==> src/rtl/button_pulse_debouncer.sv <==
// Debounces a raw pushbutton into a registered one-cycle press pulse and a debounced level.
// Optional auto-repeat while held is built only when DEBOUNCE_REPEAT_EN is defined.
module button_pulse_debouncer #(
  parameter int unsigned DEBOUNCE_CYCLES = 500000,
  parameter int unsigned CNT_W           = 20,
  parameter bit          ACTIVE_LOW      = 1'b1,
  parameter int unsigned REPEAT_CYCLES   = 25000000,
  parameter int unsigned REP_W           = 25
) (
  input  logic i_clock50,
  input  logic i_reset,
  input  logic i_button,
  output logic o_pulse,
  output logic o_level
);

  localparam logic [CNT_W-1:0] CNT_MAX = CNT_W'(DEBOUNCE_CYCLES - 1);

  // Reject parameter sets that would let a counter wrap.
  if (DEBOUNCE_CYCLES < 2 || (64'(1) << CNT_W) <= 64'(DEBOUNCE_CYCLES)) begin : g_bad_debounce
    $error("button_pulse_debouncer: DEBOUNCE_CYCLES/CNT_W out of range");
  end
  if (REPEAT_CYCLES < 2 || (64'(1) << REP_W) <= 64'(REPEAT_CYCLES)) begin : g_bad_repeat
    $error("button_pulse_debouncer: REPEAT_CYCLES/REP_W out of range");
  end

  typedef enum logic [1:0] {
    RELEASED     = 2'd0,
    PRESS_WAIT   = 2'd1,
    PRESSED      = 2'd2,
    RELEASE_WAIT = 2'd3
  } state_t;

  state_t           state;
  state_t           state_next;
  logic [CNT_W-1:0] cnt;
  logic [CNT_W-1:0] cnt_next;
  logic             sync1;
  logic             sync2;
  logic             pressed_raw;
  logic             pulse_next;
  logic             level_next;

`ifdef DEBOUNCE_REPEAT_EN
  localparam logic [REP_W-1:0] REP_MAX = REP_W'(REPEAT_CYCLES - 1);
  logic [REP_W-1:0] rep;
  logic [REP_W-1:0] rep_next;
`endif

  assign pressed_raw = ACTIVE_LOW ? ~i_button : i_button;

  // State register, synchroniser and registered outputs.
  always_ff @(posedge i_clock50) begin
    if (i_reset) begin
      sync1   <= 1'b0;
      sync2   <= 1'b0;
      state   <= RELEASED;
      cnt     <= '0;
      o_pulse <= 1'b0;
      o_level <= 1'b0;
`ifdef DEBOUNCE_REPEAT_EN
      rep     <= '0;
`endif
    end else begin
      sync1   <= pressed_raw;
      sync2   <= sync1;
      state   <= state_next;
      cnt     <= cnt_next;
      o_pulse <= pulse_next;
      o_level <= level_next;
`ifdef DEBOUNCE_REPEAT_EN
      rep     <= rep_next;
`endif
    end
  end

  // Next-state and qualification counter.
  always_comb begin
    state_next = state;
    cnt_next   = cnt;
    case (state)
      RELEASED: begin
        if (sync2) begin
          state_next = PRESS_WAIT;
          cnt_next   = '0;
        end
      end
      PRESS_WAIT: begin
        if (!sync2) begin
          state_next = RELEASED;
          cnt_next   = '0;
        end else if (cnt == CNT_MAX) begin
          state_next = PRESSED;
          cnt_next   = '0;
        end else begin
          cnt_next = cnt + CNT_W'(1);
        end
      end
      PRESSED: begin
        if (!sync2) begin
          state_next = RELEASE_WAIT;
          cnt_next   = '0;
        end
      end
      RELEASE_WAIT: begin
        if (sync2) begin
          state_next = PRESSED;
          cnt_next   = '0;
        end else if (cnt == CNT_MAX) begin
          state_next = RELEASED;
          cnt_next   = '0;
        end else begin
          cnt_next = cnt + CNT_W'(1);
        end
      end
      default: begin
        state_next = RELEASED;
        cnt_next   = '0;
      end
    endcase
  end

  // Output decode; values are registered with the state.
  always_comb begin
    level_next = (state_next == PRESSED) || (state_next == RELEASE_WAIT);
    pulse_next = (state == PRESS_WAIT) && (state_next == PRESSED);
`ifdef DEBOUNCE_REPEAT_EN
    rep_next = rep;
    if (state_next == RELEASED || state_next == PRESS_WAIT) begin
      rep_next = '0;
    end else if (state_next == PRESSED && state != PRESSED) begin
      rep_next = '0;
    end else if (rep == REP_MAX) begin
      rep_next   = '0;
      pulse_next = 1'b1;
    end else begin
      rep_next = rep + REP_W'(1);
    end
`endif
  end

endmodule

==> config.mk <==
export PLATFORM = sky130hd
export DESIGN_NAME = button_pulse_debouncer
export DESIGN_NICKNAME = d
export VERILOG_FILES = /design/src/rtl/button_pulse_debouncer.sv
export SDC_FILE = /design/constraint.sdc
export NUM_CORES = 1
export LEC_CHECK = 0
export BUFFER_PORTS_ARGS = -buffer_cell sky130_fd_sc_hd__buf_4
export CAP_MARGIN = 5
export CORE_ASPECT_RATIO = 1.2
export CORE_MARGIN = 2
export CORE_UTILIZATION = 64
export DETAILED_ROUTE_END_ITERATION = 12
export GPL_TIMING_DRIVEN = 0
export PLACE_DENSITY = 0.82
export SYNTH_ARGS = -nofsm -noshare
export SYNTH_HDL_FRONTEND = slang
export SYNTH_SLANG_ARGS = --single-unit
==> constraint.sdc <==
create_clock -name i_clock50 -period 5.6 [get_ports i_clock50]
set_clock_uncertainty 0.1 [all_clocks]
set_input_delay 1.12 -clock i_clock50 [delete_from_list [all_inputs] [get_ports i_clock50]]
set_output_delay 1.12 -clock i_clock50 [all_outputs]
set_load 0.02 [all_outputs]
==> out/results.tsv <==
stage	metric	value	unit
outcome	status	complete, no violations	
clocking	post_cts_buffers	0	
sta	hold_violations	0	
drt	drt_iter0_drc	31	
clocking	clk-insertion-delay-late	330	ps
synthesis	yosys_warnings	0	
layout	drive_above_1_share	10.97	%
drt	route.detailed.drc	0	
sta	finalSetupTns	0	ps
grt	grt_pass1_wl	4.574	mm
flow_run	max-cap-violations	0	
sta	min_period	2106	ps
worst_hold_path	hp-start	sync1	
synthesis	synth_fa_ha_area_share	0.9747	%
layout	area_growth	8.284	%
clocking	cts_resized	0	
sta	post-route-period-util	37.61	%
worst_hold_path	min_path_type	reg2reg	
placed_design	postPlaceCellArea	0.001338	mm^2
synthesis	synth_edf_count	0	
worst_setup_path	startpoint_type	flop	
layout	utilization	74.26	%
layout	postLayoutCellArea	0.001390	mm^2
worst_setup_path	arrival	2290	ps
synthesis	async_reset_ff_share	0	%
grt	first_global_vias	1070	
synthesis	synth.area.top_cells	dfxtp_1 (41%), a31oi_1 (6.3%), a21oi_1 (4.3%)	
worst_setup_path	criticalPathCategory	reg2reg	
sta	max_slew_margin	35.09	%
grt	antenna_found_initial	0	
power_and_ir_drop	p_leak	0.5194	nW
synthesis	synthDistinctLibCells	39	
floorplanning	die_w	44.89	um
synthesis	synth-simple-area-share	30.99	%
synthesis	avgSynthCellArea	8.733	um^2
clocking	ctsHoldBuffers	0	
clocking	tritoncts	built	
layout	nNetsFinal	160	
drt	vias	1138	
worst_setup_path	end_kind	flop	
synthesis	synth_top_family_by_area	simple AND/OR/NAND/NOR gates	
floorplanning	io_pins	5	
placed_design	io_buffer_count	4	
floorplanning	rows	17	
clocking	cts.sinks	26	
drt	wl_per_cell	15.64	um
floorplanning	fp.dieArea	0.002382	mm^2
sta	holdWs	364.8	ps
placed_design	gp_congestion	0.8850	
synthesis	netlist_area	0.001284	mm^2
synthesis	synth_most_common_cell	dfxtp_1	
worst_setup_path	cp_data_required_time	5790	ps
drt	first_pass_iters	5	
synthesis	netlist.area_leader.share	40.55	%
grt	grt_use_total	26.13	%
synthesis	synth_commonest_cells	dfxtp_1 (26), nand2_1 (14), a31oi_1 (13)	
power_and_ir_drop	powerDensity	235.0	mW/mm^2
clocking	cts.clk_slew.worst_paths	150	ps
layout	multi_input_area	703.2	um^2
floorplanning	die_h	53.06	um
clocking	htreeDepth	1	
sta	maxSlewViolCount	0	
clocking	cts_made_buffers	3	
grt	grt_overflow	0	
sta	rsz0062_at_grt	false	
sta	setup_viol	0	
synthesis	synthXorXnorAreaFrac	2.047	%
clocking	cts_buffer_depth	2	
floorplanning	core-area	0.001872	mm^2
drt	routed_via_density	6.540	
power_and_ir_drop	peakVddDrop	0.0001894	V
synthesis	seq_area_frac_synth	40.55	%
synthesis	muxShareOfSynthArea	3.119	%
layout	diodes	0	
drt	finalWirelength	2.721	mm
floorplanning	start_util	68.58	%
layout	nFillCells	155	
synthesis	yosys.area.top_type	dfxtp_1	
synthesis	synth-seq-cells	26	
synthesis	synthCells	147	
placed_design	dpl.hpwl	1.972	mm
sta	worst_pin_slew	966.2	ps
grt	grt_start_max_net_pins	16	
drt	ant_nets	0	
worst_setup_path	r2r_start	cnt[0]	
synthesis	ys.flop_type	dfxtp_1	
clocking	root_buffer	clkbuf_4	
worst_setup_path	critPathMaxFanout	6	
synthesis	synth_nets	151	
synthesis	synth-compound-area-share	17.64	%
sta	fmax	474.8	MHz
layout	regArea	520.5	um^2
worst_setup_path	startpoint	cnt[0]	
power_and_ir_drop	total_power	326.7	uW
==> per-layer routing <==
metal  part of all wire, %  GRT usage [%]  up-vias
met5                     0              0        -
met2                    50          45.65       30
li1                      -              -      566
met4                   1.5          10.29        0
met3                   4.4          2.048        9
met1                    44          32.70      533
==> layout make-up <==
cell class | count | share of cell area (%)
buffer | 5 | 3.240
clock buffer | 3 | 1.620
clock inverter | 1 | 2.160
inverter | 4 | 1.080
multi-input combinational | 112 | 50.59
sequential | 26 | 37.44
tap | 19 | 1.710
timing repair buffer | 4 | 2.160
==> worst max-delay path, stage by stage, from the launching register on <==
cell     delay, ps
dfxtp_1        440
ha_1           310
inv_1          140
nor4_4         440
nand4_1        160
or3b_1         390
nand3_1         90
==> state kept, by name (all words and copies together), names as in the netlist <==
signal,flops
cnt,20
o_level,1
o_pulse,1
state,2
sync1,1
sync2,1
==> layout by cell type (no fill, tap or decap), types with 2 or more instances in the layout <==
cell type / count
nor4_1: 2
dfxtp_1: 26
a22o_1: 3
nor2b_1: 2
a31oi_1: 13
buf_6: 2
and3_1: 4
xnor2_1: 2
a21oi_1: 11
nor2_1: 12
o21ai_0: 4
nor4b_1: 2
and4_1: 3
buf_4: 4
inv_1: 4
clkbuf_4: 3
mux2i_1: 4
nand3_1: 10
nand2_1: 14
nand4_1: 8
==> worst paths after layout <==
check | end | depth (start not counted) | slack [ps]
worst max-delay path | cnt[18] | 6 | 3490
worst min-delay path | sync2 | 1 | 360
worst max register to register | cnt[18] | 6 | 3490
worst min register to register | sync2 | 1 | 360
==> stage by stage <==
step                setup WS (ps)  std cells
global placement             3235        170
finish                       3494        174
detailed placement           3195        170
floorplan                    3635        147
CTS                          3507        174
global route                 3316        174
==> logic make-up after synthesis <==
group                      Yosys count
AOI/OAI and AO/OA                   36
xor gates and xnor gates             3
adders and majority gates            1
buffers and inverters                9
DFF                                 26
muxes                                4
and+or+nand+nor                     68
==> power by group <==
| group | switching (mW) | total, mW | internal, mW |
|---|---|---|---|
| Combinational | 0.00629 | 0.00979 | 0.00350 |
| Sequential | 0.000628 | 0.187 | 0.186 |
| Clock | 0.0579 | 0.130 | 0.0724 |
| Total | 0.0648 | 0.327 | 0.262 |
Power figures use the tool's default switching activity.
